## src/rtl/discriminator_hyst_mc.sv

```systemverilog
// Multi-channel Schmitt-trigger discriminator with dwell deglitch, edge pulses
// and saturating rising-edge event counters.
module discriminator_hyst_mc #(
   parameter int ADC_WIDTH        = 12,
   parameter int AXIS_TDATA_WIDTH = 32,
   parameter int NUM_CH           = 2,
   parameter int DWELL_WIDTH      = 8,
   parameter int CNT_WIDTH        = 32
) (
   input  logic                          clk,
   input  logic                          rst,
   input  logic [AXIS_TDATA_WIDTH-1:0]   S_AXIS_IN_tdata,
   input  logic                          S_AXIS_IN_tvalid,
   input  logic [NUM_CH*ADC_WIDTH-1:0]   high_thr,
   input  logic [NUM_CH*ADC_WIDTH-1:0]   low_thr,
   input  logic [DWELL_WIDTH-1:0]        dwell,
   input  logic                          clear_cnt,
   output logic [NUM_CH-1:0]             state_out,
   output logic [NUM_CH-1:0]             rise_pulse,
   output logic [NUM_CH-1:0]             fall_pulse,
   output logic [NUM_CH*CNT_WIDTH-1:0]   rise_count
);

   typedef enum logic [1:0] {LOW, ARM_HI, HIGH, ARM_LO} state_t;

   localparam logic [DWELL_WIDTH-1:0] DWELL_ONE = DWELL_WIDTH'(1);
   localparam logic [CNT_WIDTH-1:0]   CNT_ONE   = CNT_WIDTH'(1);

   // Bits between channel lanes are not used by any channel.
   logic unused_tdata;
   assign unused_tdata = ^S_AXIS_IN_tdata;

   for (genvar c = 0; c < NUM_CH; c++) begin : g_ch
      logic signed [ADC_WIDTH-1:0] sample;
      logic signed [ADC_WIDTH-1:0] hi;
      logic signed [ADC_WIDTH-1:0] lo;
      logic                        above;
      logic                        below;
      logic                        rise_ev;
      logic                        fall_ev;
      state_t                      st;
      logic [DWELL_WIDTH-1:0]      cnt;
      logic                        st_out_q;
      logic                        rise_q;
      logic                        fall_q;
      logic [CNT_WIDTH-1:0]        count_q;

      assign sample = S_AXIS_IN_tdata[16*c +: ADC_WIDTH];
      assign hi     = high_thr[c*ADC_WIDTH +: ADC_WIDTH];
      assign lo     = low_thr[c*ADC_WIDTH +: ADC_WIDTH];

      // ABOVE wins when the thresholds are inverted.
      always_comb begin
         above = (sample > hi);
         below = !above && (sample < lo);
      end

      always_comb begin
         rise_ev = 1'b0;
         fall_ev = 1'b0;
         if (S_AXIS_IN_tvalid) begin
            rise_ev = above && ((st == LOW    && dwell == '0) ||
                                (st == ARM_HI && cnt >= dwell));
            fall_ev = below && ((st == HIGH   && dwell == '0) ||
                                (st == ARM_LO && cnt >= dwell));
         end
      end

      always_ff @(posedge clk or posedge rst) begin
         if (rst) begin
            st       <= LOW;
            cnt      <= '0;
            st_out_q <= 1'b0;
            rise_q   <= 1'b0;
            fall_q   <= 1'b0;
         end else begin
            rise_q <= rise_ev;
            fall_q <= fall_ev;
            if (S_AXIS_IN_tvalid) begin
               unique case (st)
                  LOW: begin
                     if (rise_ev) begin
                        st       <= HIGH;
                        st_out_q <= 1'b1;
                     end else if (above) begin
                        st  <= ARM_HI;
                        cnt <= DWELL_ONE;
                     end
                  end
                  ARM_HI: begin
                     if (rise_ev) begin
                        st       <= HIGH;
                        cnt      <= '0;
                        st_out_q <= 1'b1;
                     end else if (above) begin
                        cnt <= cnt + DWELL_ONE;
                     end else begin
                        st  <= LOW;
                        cnt <= '0;
                     end
                  end
                  HIGH: begin
                     if (fall_ev) begin
                        st       <= LOW;
                        st_out_q <= 1'b0;
                     end else if (below) begin
                        st  <= ARM_LO;
                        cnt <= DWELL_ONE;
                     end
                  end
                  ARM_LO: begin
                     if (fall_ev) begin
                        st       <= LOW;
                        cnt      <= '0;
                        st_out_q <= 1'b0;
                     end else if (below) begin
                        cnt <= cnt + DWELL_ONE;
                     end else begin
                        st  <= HIGH;
                        cnt <= '0;
                     end
                  end
                  default: begin
                     st  <= LOW;
                     cnt <= '0;
                  end
               endcase
            end
         end
      end

      // Counter updates on the same edge that raises rise_pulse, so a clear
      // coinciding with a rise leaves exactly that one event counted.
      always_ff @(posedge clk or posedge rst) begin
         if (rst) begin
            count_q <= '0;
         end else if (clear_cnt) begin
            count_q <= rise_ev ? CNT_ONE : '0;
         end else if (rise_ev && count_q != '1) begin
            count_q <= count_q + CNT_ONE;
         end
      end

      assign state_out[c]                       = st_out_q;
      assign rise_pulse[c]                      = rise_q;
      assign fall_pulse[c]                      = fall_q;
      assign rise_count[c*CNT_WIDTH +: CNT_WIDTH] = count_q;
   end

endmodule
```

## config.mk

```make
export PLATFORM = sky130hd
export DESIGN_NAME = discriminator_hyst_mc
export DESIGN_NICKNAME = d
export VERILOG_FILES = /design/src/rtl/discriminator_hyst_mc.sv
export SDC_FILE = /design/constraint.sdc
export NUM_CORES = 1
export LEC_CHECK = 0
export BUFFER_PORTS_ARGS = -buffer_cell sky130_fd_sc_hd__buf_2
export CAP_MARGIN = 20
export CORE_MARGIN = 1.5
export CORE_UTILIZATION = 54
export DETAILED_ROUTE_END_ITERATION = 7
export PLACE_DENSITY = 0.81
export SYNTH_ARGS = -nofsm -noshare
export SYNTH_HDL_FRONTEND = slang
export SYNTH_SLANG_ARGS = --single-unit
```

## constraint.sdc

```tcl
create_clock -name clk -period 3.2 [get_ports clk]
set_input_delay 0.16 -clock clk [delete_from_list [all_inputs] [get_ports clk]]
set_output_delay 0.16 -clock clk [all_outputs]
set_load 0.005 [all_outputs]
```

==> impl_results.md, run 1 <==
* Buf+Inv Stages, Crit Path at 1
* Max Buffers Root-to-Sink at 2
* Dominant delay contributor by cell family on the critical path: simple AND/OR/NAND/NOR gates
* Clock latency reported for the late side of the worst-skew pair at between 300 and 400 ps
* TritonCTS sink count at 90
* Wirelength, routed at 15,230 um
* Post-placement setup slack at 129.8 ps
* Reg-to-reg slack, setup at 190 ps
* DRC violation count after routing at 0
* Power density normalized to cell area at between 300 and 400 nW/um^2
* Startpoint class of the critical path: flip-flop
* Number of standard cells in the final layout excluding fillers at 1,027
* Xor and xnor fraction of the mapped netlist area at 0.04840
* Final Total Pwr at 2.973 mW
* Post-CTS Repair Setup Buffers at 0
* Final Wtd Congestion at 0.8286
* Combinational Power Share at 0.204
* Fin crit period at around 3000 ps
* Maximum level of the CTS H-tree at 3
* NumNets Final at between 1,000 and 1,500
* Number of buffers added on ports at 153
* Highest attainable clock frequency at 332.0 MHz
* Number of nets with antenna violations after routing at 0
* All-Layer GR Usage at 0.2565
* Share of synthesized cell area in full adder, half adder and majority cells at 0.1304
* Unrepaired setup endpoints after global routing: no
* Main synth FF type: dfrtp_1
* Pin count of the biggest net entering global routing at 48
* Reg clk slew, reported paths at around 70 ps
* Die Outline Area at 12,390 sq um
* Class of the tightest hold or removal check: primary input to flip-flop
* WS Path Type: flip-flop to flip-flop
* Net Count, Synth at roughly 890
* Post-Syn Instances at 727
* Share of flip-flops with an asynchronous set or reset at 1.000
* Count of standard-cell rows at 39
* Synthesized-area fraction occupied by ao, oa, aoi and oai cells at 0.1511
* Vias after detailed routing at roughly 6,000
* Post-Route Skew at 9.477 ps
* Post-route clock period utilization at 0.9414
* Number of synthesized register bits at 90
* Hold WS at ~180 ps
* Longest individual stage delay on the worst path at 540 ps
* Total iterations of the first detailed-routing run at 5
* Cell taking the most area after synthesis: dfrtp_1
* Vert. Die Dim at roughly 110 um
* Commonest cells in the netlist: dfrtp_1, inv_1, ha_1, nor2_1, a21oi_1
* Mean instance size in the synthesized netlist at 8.712 sq um
* Starting utilization of the core area at 0.5547
* Simple-gate share of the synthesized area at 0.2303
* # diodes at 0
* Post-detail-place hpwl at 11,450 um
* DP Area at 7273 sq um
* TritonCTS clock tree: done
* Final Slew Violations at 0
* Setup crit end kind: flip-flop
* Antenna violations before repair at 0
* Top-level port count at approximately 160
* Switching power at 0.9000 mW
* EDFF count, synth at 0
* Final standard cell area without fillers at 7590 sq um
* Power share of the clock group at 0.368
* Highest net fanout along the worst path at 11
* Sequence of cells on the critical path: inv_1, ha_1, nand2b_1, a21o_1, a211oi_1, o21ai_0, or3b_1, or3_1, or4_1, a21oi_1
* Most frequent cell after synthesis: dfrtp_1
* Sequential area share after synthesis at 0.3556
* Data arrival time of the critical path at roughly 3300 ps
* Max Cap Viol at 0
* Cell-internal power at 2.073 mW
* Fill cell instance count of the final layout at 979
* Area overhead of the layout relative to synthesis at 19.83%
* Multiplexer area fraction after synthesis at 0.01482
* Largest voltage drop on the vdd net at 513.6 uV
* Sequential power share at 0.429
* Number of placed instances, taps included at 1,010
* Run status: complete, no violations
* Root buffer cell: clkbuf_16
* Yosys synthesis warning count at 0
* Share of cells above drive strength 1 at 0.2240
* Iter 0 DRT Violations at 316
* Switching Share at 0.3027
* Utilization after layout at 0.6647
* Via count of the first global-routing pass at between 5,000 and 6,000
* Fraction of synthesized cell area taken by the top area cell type at 0.3556
* Dominant combinational cell family by area after synthesis: simple AND/OR/NAND/NOR gates
* Remaining max-slew budget at the tightest pin at 0.4515
* Final total negative setup slack at 0 ps
* Core Region at 11,420 sq um
* First-pass GRT wire length at 26,280 um
* Routed wirelength normalized by instance count at 14.83 um
* Main area contributors after synthesis: dfrtp_1, ha_1, inv_1, xnor2_1, nor2_1
* Slew at the pin with the worst max-slew slack at 821.9 ps
* Post-synth cell types at 62
* Total of endpoints with negative setup slack in the final report at 0
* Synthesized cell area at 6334 sq um
* Required time at the endpoint of the critical path at 3480 ps
* Overflow left after global routing at 0
* Die W at roughly 110 um
* Number of clock buffers inserted by TritonCTS at 9
* Worst path setup slack after routing at ~190 ps
* Via/cell ratio at 5.726
* Final-report hold violation count at 0
* Slowest library cell on the worst path: or3_1
* Leak Pwr at 3.801 nW
worst reg2reg max path: stages, from the launching register on:
cell	delay [ps]
dfrtp_1	370
inv_1	80
ha_1	270
nand2b_1	100
a21o_1	110
a211oi_1	60
o21ai_0	320
or3b_1	420
or3_1	540
or4_1	530
a21oi_1	150
cell type report:
type | instances | area, sq um | share of cell area
Multi-Input combinational cell | 527 | 3659 | 0.4820
Clock buffer | 10 | 229.0 | 0.03017
Clock inverter | 6 | 73.82 | 0.009726
Inverter | 82 | 309.0 | 0.04072
Sequential cell | 90 | 2252 | 0.2967
Tap cell | 143 | 178.9 | 0.02357
Timing Repair Buffer | 169 | 888.4 | 0.1170
registers in the layout, summed over array words and instances (netlist names):
register       cells
g_ch.cnt          16
g_ch.count_q      64
g_ch.fall_q        2
g_ch.rise_q        2
g_ch.st            4
g_ch.st_out_q      2
what timing repair did:
item                                   4_1_cts  5_1_grt
hold buffers                                 1        0
gates resized for setup                      0        1
setup endpoints to repair                    0        2
endpoints found under the hold margin       45        0
cells by family (layout without fill, tap and decap cells):
group                    Yosys count  in the layout
AO/OA/AOI/OAI                    146            146
XOR/XNOR                          35             35
adder cells (fa/ha/maj)           66             66
buffers and inverters            110            267
flip-flops                        90             90
multiplexers                       9              9
AND/OR/NAND/NOR                  271            271
routing by layer:
metal  GRT usage  part of all wire
met1      0.3199              0.44
met4     0.07342            0.0072
met3     0.06014             0.043
met2      0.4450              0.51
met5           0                 0
power by group through the flow:
| stage | sequential, mW | clock, mW | combinational [mW] |
|---|---|---|---|
| 2_1_floorplan | 1.26 | 0 | 0.431 |
| 3_3_place_gp | 1.29 | 0 | 0.585 |
| 3_5_place_dp | 1.29 | 0 | 0.601 |
| 4_1_cts | 1.27 | 1.12 | 0.607 |
| 5_1_grt | 1.29 | 1.16 | 0.699 |
| 6_report | 1.27 | 1.09 | 0.606 |
layout by cell type, fill, tap and decap left out, types with 4 or more instances in the layout:
cell	Yosys	final
or4_1	12	11
clkbuf_16	0	9
nor4_1	10	9
o31ai_1	16	16
nor2b_1	5	5
nor3_1	23	23
mux2i_1	6	6
ha_1	66	66
nand4_1	23	23
xor2_1	7	7
nor3b_1	4	4
buf_2	3	153
and3_1	11	11
o2bb2ai_1	10	10
nand3_1	34	34
buf_4	6	15
inv_1	81	80
nand2b_1	4	4
a21oi_1	44	44
and4_1	10	10
xnor2_1	28	28
a211o_1	4	4
a21o_1	11	11
nor4b_1	4	4
nand2_1	41	41
o21ai_0	26	26
o21a_1	4	4
dfrtp_1	90	90
a211oi_1	4	4
nor2_1	62	62
or3_1	13	13
path summary, 6_finish.rpt:
path / to / cells after the start / startpoint
setup / recovery: g_ch[1].count_q[5] / 10 / g_ch[1].cnt[0]
hold / removal: g_ch[1].st[0] / 2 / S_AXIS_IN_tvalid
setup reg to reg: g_ch[1].count_q[5] / 10 / g_ch[1].cnt[0]
hold reg to reg: g_ch[0].st_out_q / 2 / g_ch[0].st_out_q
max in group asynchronous: g_ch[1].st[0] / 4 / rst
min in group asynchronous: g_ch[0].count_q[21] / 3 / rst
No activity file was read; power rests on OpenSTA's default activity.
==> inputs of run 2 (changes only) <==
--- a/config.mk
+++ b/config.mk
@@ -10,6 +10,7 @@
 export CORE_MARGIN = 1.5
 export CORE_UTILIZATION = 54
 export DETAILED_ROUTE_END_ITERATION = 7
+export MAX_ROUTING_LAYER = met4
 export PLACE_DENSITY = 0.81
 export SYNTH_ARGS = -nofsm -noshare
 export SYNTH_HDL_FRONTEND = slang
==> constraint.sdc (replaced) <==
create_clock -name clk -period 3.2 [get_ports clk]
set_input_delay 0 -clock clk [delete_from_list [all_inputs] [get_ports clk]]
set_output_delay 0 -clock clk [all_outputs]
set_load 0.005 [all_outputs]
==> impl_results.md, run 2 (synthesis results as in run 1) <==
* Max Buffers Root-to-Sink at 2
* Highest net fanout along the worst path at 12
* Register-to-Register Path Depth at 10
* Post-route clock period utilization at 0.9313
* Most used cells in the layout excluding fill and tap cells: buf_2, dfrtp_1, inv_1
* Wirelength, routed at ~15,000 um
* Multi-input gate area at approximately 3700 sq um
* Flip-flop count of the largest register, all copies and words added at 64
* TritonCTS sink count at 90
* Final Wtd Congestion at 0.8561
* Core Region at 11,420 sq um
* Final Slew Violations at 0
* Post-Route Skew at between 5 and 6 ps
* Area overhead of the layout relative to synthesis at 19.36%
* Number of standard cells in the final layout excluding fillers at 1,025
* Power share of the clock group at 0.354
* Number of buffers added on ports at roughly 150
* Via count of the first global-routing pass at 5,709
* Pin count of the biggest net entering global routing at 48
* Reg-to-reg startpoint: g_ch[1].cnt[0]
* First-pass GRT wire length at between 20,000 and 30,000 um
* Biggest regs: g_ch.count_q: 64 flops, g_ch.cnt: 16 flops, g_ch.st: 4 flops
* Startpoint class of the critical path: flip-flop
* Highest attainable clock frequency at 335.6 MHz
* Reg clk slew, reported paths at 60 ps
* Vert. Die Dim at 111.3 um
* Highest metal layer used by the detailed router: met4
* Met2 routed wirelength at 7272 um
* Metal1 wirelength at 6854 um
* Maximum level of the CTS H-tree at 3
* Post-detail-place hpwl at approximately 11,000 um
* Switching Share at 0.2947
* WS Path Type: flip-flop to flip-flop
* Unrepaired setup endpoints after global routing: no
* Share of cells above drive strength 1 at 0.2222
* # hold bufs at CTS at 1
* Largest voltage drop on the vdd net at 361.9 uV
* Clock latency reported for the late side of the worst-skew pair at 350 ps
* Top-level port count at 162
* Number of placed instances, taps included at 1,009
* Number of clock buffers inserted by TritonCTS at 9
* Count of standard-cell rows at 39
* Longest individual stage delay on the worst path at 550 ps
* Starting utilization of the core area at 0.5547
* DR WL met3 at between 600 and 700 um
* Antenna violations before repair at 0
* Root buffer cell: clkbuf_16
* Destination of the worst register-to-register timing path: g_ch[1].count_q[5]
* Critical path depth at 10
* Remaining max-slew budget at the tightest pin at 0.4732
* TritonCTS clock tree: done
* Number of nets with antenna violations after routing at 0
* Reg-to-reg slack, setup at 220 ps
* Max Cap Viol at 0
* All-Layer GR Usage at 0.2590
* DRC violation count after routing at 0
* Combinational Power Share at 0.207
* Sequential power share at 0.439
* Switching power at 0.8584 mW
* Data arrival time of the critical path at 3250 ps
* Final-report hold violation count at 0
* Die W at between 100 and 150 um
* Setup crit end kind: flip-flop
* Required time at the endpoint of the critical path at about 3500 ps
* Storage cell area at 2252 sq um
* Vias after detailed routing at 5,867
* Endpoint of the most critical setup path: g_ch[1].count_q[5]
* Number of instances resized during post-cts repair at 0
* Buf+Inv Stages, Crit Path at 1
* Leak Pwr at 3.797 nW
* Iter 0 DRT Violations at 338
* Overflow left after global routing at 0
* Post-CTS Repair Setup Buffers at 0
* Power density normalized to cell area at 385.2 nW/um^2
* Fill cell instance count of the final layout at 1,004
* Sequence of cells on the critical path: inv_1, ha_1, nand2b_1, a21o_1, a211oi_1, o21ai_0, or3b_1, or3_1, or4_1, a21oi_1
* Via/cell ratio at 5.724
* Fin crit period at 2980 ps
* Slowest library cell on the worst path: or3_1
* Cell-internal power at 2.054 mW
* Die Outline Area at 12,390 sq um
* Total iterations of the first detailed-routing run at 5
* Dominant delay contributor by cell family on the critical path: simple AND/OR/NAND/NOR gates
* NumNets Final at 1,036
* Slew at the pin with the worst max-slew slack at 789.3 ps
* Total of endpoints with negative setup slack in the final report at 0
* Routed wirelength normalized by instance count at 14.63 um
* Critical path origin: g_ch[1].cnt[0]
* # diodes at 0
* Final total negative setup slack at 0 ps
* Most flop-heavy register: g_ch.count_q
* Class of the tightest hold or removal check: primary input to flip-flop
* Run status: complete, no violations
* Most common cell after layout, fill and taps aside: buf_2
* Hold path depth at 2
-- run 2: per-layer routing --
layer	track usage	vias to the layer above
li1	-	2928
met4	0.08354	0
met3	0.04429	19
met1	0.3209	2779
met2	0.4327	141
met5	-	-
-- run 2: layout make-up --
type,instances,share of cell area
Multi-Input combinational cell,527,0.4834
Sequential cell,90,0.2979
Timing Repair Buffer,168,0.1165
Inverter,82,0.04088
Clock buffer,9,0.02979
Tap cell,143,0.02367
Clock inverter,6,0.007779
-- run 2: worst min path at each step --
stage	from	to	slack (ps)
floorplan	clear_cnt	g_ch[1].count_q[6]	170
global placement	rst	g_ch[0].count_q[28]	170
detailed placement	rst	g_ch[1].fall_q	170
CTS	S_AXIS_IN_tvalid	g_ch[1].st[0]	9
global route	S_AXIS_IN_tvalid	g_ch[0].fall_q	50
finish	S_AXIS_IN_tvalid	g_ch[1].st[0]	10
-- run 2: metrics by stage --
step	area, sq um	power (mW)	hold WS, ps	util	worst slack, ps
detailed placement	7266	1.893	174.9	0.6363	257.2
global placement	7266	1.879	165.5	0.6363	304.4
global route	7560	3.066	50.57	0.6621	21.79
finish	7560	2.912	10.99	0.6621	219.9
CTS	7560	2.925	8.720	0.6621	232.6
floorplan	6334	1.695	169.4	-	414.9
-- run 2: power groups by stage --
stage	Sequential [mW]	Combinational [mW]	Clock [mW]
floorplan	1.26	0.431	0
global placement	1.29	0.587	0
detailed placement	1.30	0.598	0
CTS	1.28	0.602	1.05
global route	1.29	0.686	1.09
finish	1.28	0.602	1.03
-- run 2: worst reg2reg max path: stages, from the launching register on --
cell and delay, ps:
dfrtp_1 380, inv_1 80, ha_1 270, nand2b_1 90
a21o_1 110, a211oi_1 60, o21ai_0 270, or3b_1 410
or3_1 550, or4_1 530, a21oi_1 150
==> inputs of run 3 (changes only) <==
--- a/config.mk
+++ b/config.mk
@@ -12,6 +12,7 @@
 export DETAILED_ROUTE_END_ITERATION = 7
 export MAX_ROUTING_LAYER = met4
 export PLACE_DENSITY = 0.81
+export RECOVER_POWER = 100
 export SYNTH_ARGS = -nofsm -noshare
 export SYNTH_HDL_FRONTEND = slang
 export SYNTH_SLANG_ARGS = --single-unit
==> impl_results.md, run 3 (synthesis results as in run 1) <==
* Routed wirelength normalized by instance count at about 15 um
* # hold bufs at CTS at 1
* TritonCTS clock tree: done
* Unrepaired setup endpoints after global routing: no
* All-Layer GR Usage at 0.2590
* Post-CTS Repair Setup Buffers at 0
* Fill cell instance count of the final layout at ~1,000
* Post-detail-place hpwl at 11,280 um
* Root buffer cell: clkbuf_16
* Number of nets with antenna violations after routing at 0
* Number of instances resized during post-cts repair at 0
* Failing checks: capacitance limit, slew limit
* Via count of the first global-routing pass at 5,709
* Post-Route Skew at 7.172 ps
* Die Outline Area at 12,390 sq um
* Leak Pwr at approximately 3.6 nW
* Flip-flop count of the largest register, all copies and words added at 64
* Die W at around 110 um
* Number of standard cells in the final layout excluding fillers at 1,025
* Most common cell after layout, fill and taps aside: buf_2
* Most flop-heavy register: g_ch.count_q
* Final total negative setup slack at 0 ps
* Number of buffers added on ports at 153
* Data arrival time of the critical path at 3240 ps
* Max Cap Viol at 1
* Run status: finished, violations left
* Via/cell ratio at 5.740
* First-pass GRT wire length at 25,810 um
* Total iterations of the first detailed-routing run at 5
* Most used cells in the layout excluding fill and tap cells: buf_2, dfrtp_1, inv_1
* Starting utilization of the core area at 0.5547
* Core Region at 11,420 sq um
* Highest attainable clock frequency at approximately 340 MHz
* Iter 0 DRT Violations at 377
* Fin crit period at 2971 ps
* DRC violation count after routing at 0
* Number of placed instances, taps included at 1,009
* Final Total Pwr at 2.900 mW
* Largest voltage drop on the vdd net at 360.7 uV
* Power density normalized to cell area at around 390 nW/um^2
* Vert. Die Dim at around 110 um
* Vias after detailed routing at slightly below 6,000
* Utilization after layout at 0.6560
* Final Wtd Congestion at around 0.86
* Slew at the pin with the worst max-slew slack at 2013 ps
* TritonCTS sink count at 90
* Maximum level of the CTS H-tree at 3
* Count of standard-cell rows at 39
* Startpoint class of the critical path: flip-flop
* Biggest regs: g_ch.count_q: 64 flops, g_ch.cnt: 16 flops, g_ch.st: 4 flops
* Highest net fanout along the worst path at 12
* Clock latency reported for the late side of the worst-skew pair at between 300 and 400 ps
* Remaining max-slew budget at the tightest pin at -0.3494
* Share of cells above drive strength 1 at 0.1825
* Antenna violations before repair at 0
* Post-route clock period utilization at 0.9284
* Required time at the endpoint of the critical path at 3470 ps
* Top-level port count at 162
* Wirelength, routed at about 15,000 um
* Setup crit end kind: flip-flop
* WS Path Type: flip-flop to flip-flop
* Class of the tightest hold or removal check: primary input to flip-flop
* Pin count of the biggest net entering global routing at 48
* Max Buffers Root-to-Sink at 2
* Final Slew Violations at 46
* Number of clock buffers inserted by TritonCTS at 9
* # diodes at 0
* NumNets Final at between 1,000 and 1,500
* Area overhead of the layout relative to synthesis at 18.27%
* Reg clk slew, reported paths at 60 ps
* Overflow left after global routing at 0
* Final-report hold violation count at 0
* Total of endpoints with negative setup slack in the final report at 0
run 3: changes by cell type in the layout (fill, tap and decap cells not counted), sizes merged:
cell	change
buf	-34
clkbuf	+34
clkinv	-1
clkinvlp	+1
run 3: critical path: stages (launching register included):
cell and delay (ps):
dfrtp_1 370, inv_1 80, ha_1 270, nand2b_1 90, a21o_1 110, a211oi_1 60, o21ai_0 280, or3b_1 410
or3_1 550, or4_1 530, a21oi_1 150
run 3: power by group:
part	switching [mW]	internal, mW	total, mW
sequential	0.0790	1.20	1.28
clock	0.437	0.596	1.03
combinational	0.341	0.249	0.589
run 3: per-stage QoR:
stage | worst slack (ps) | hold slack (ps) | cell area (sq um)
final | 229.1 | 5.274 | 7491
after detailed placement | 257.2 | 174.9 | 7266
after global routing | 34.34 | 49.60 | 7491
after global placement | 304.4 | 165.5 | 7266
after floorplan | 414.9 | 169.4 | 6334
after CTS | 232.6 | 8.720 | 7560
run 3: final cells by class:
cell class,count,area [sq um],share of cell area
repair buffers,168,818.3,0.1092
flip-flops and latches,90,2252,0.3007
well taps,143,178.9,0.02389
multi-input cells,527,3649,0.4871
clock inverters,6,58.81,0.007850
clock buffers,9,225.2,0.03007
inverters,82,309.0,0.04126
run 3: final timing paths:
| kind | start | to | depth (start not counted) | slack, ps |
|---|---|---|---|---|
| max in group asynchronous | rst | g_ch[0].cnt[0] | 4 | 730 |
| min in group asynchronous | rst | g_ch[1].count_q[17] | 3 | 730 |
| setup / recovery | g_ch[1].cnt[0] | g_ch[1].count_q[5] | 10 | 230 |
| setup reg to reg | g_ch[1].cnt[0] | g_ch[1].count_q[5] | 10 | 230 |
| hold reg to reg | g_ch[1].st_out_q | g_ch[1].st_out_q | 2 | 540 |
| hold / removal | S_AXIS_IN_tvalid | g_ch[1].st[0] | 2 | 5 |
run 3: layer usage:
metal | global-route usage | routed length [um]
met5 | - | 0
met4 | 0.08354 | 165
met1 | 0.3209 | 6758
met2 | 0.4327 | 7300
met3 | 0.04429 | 760
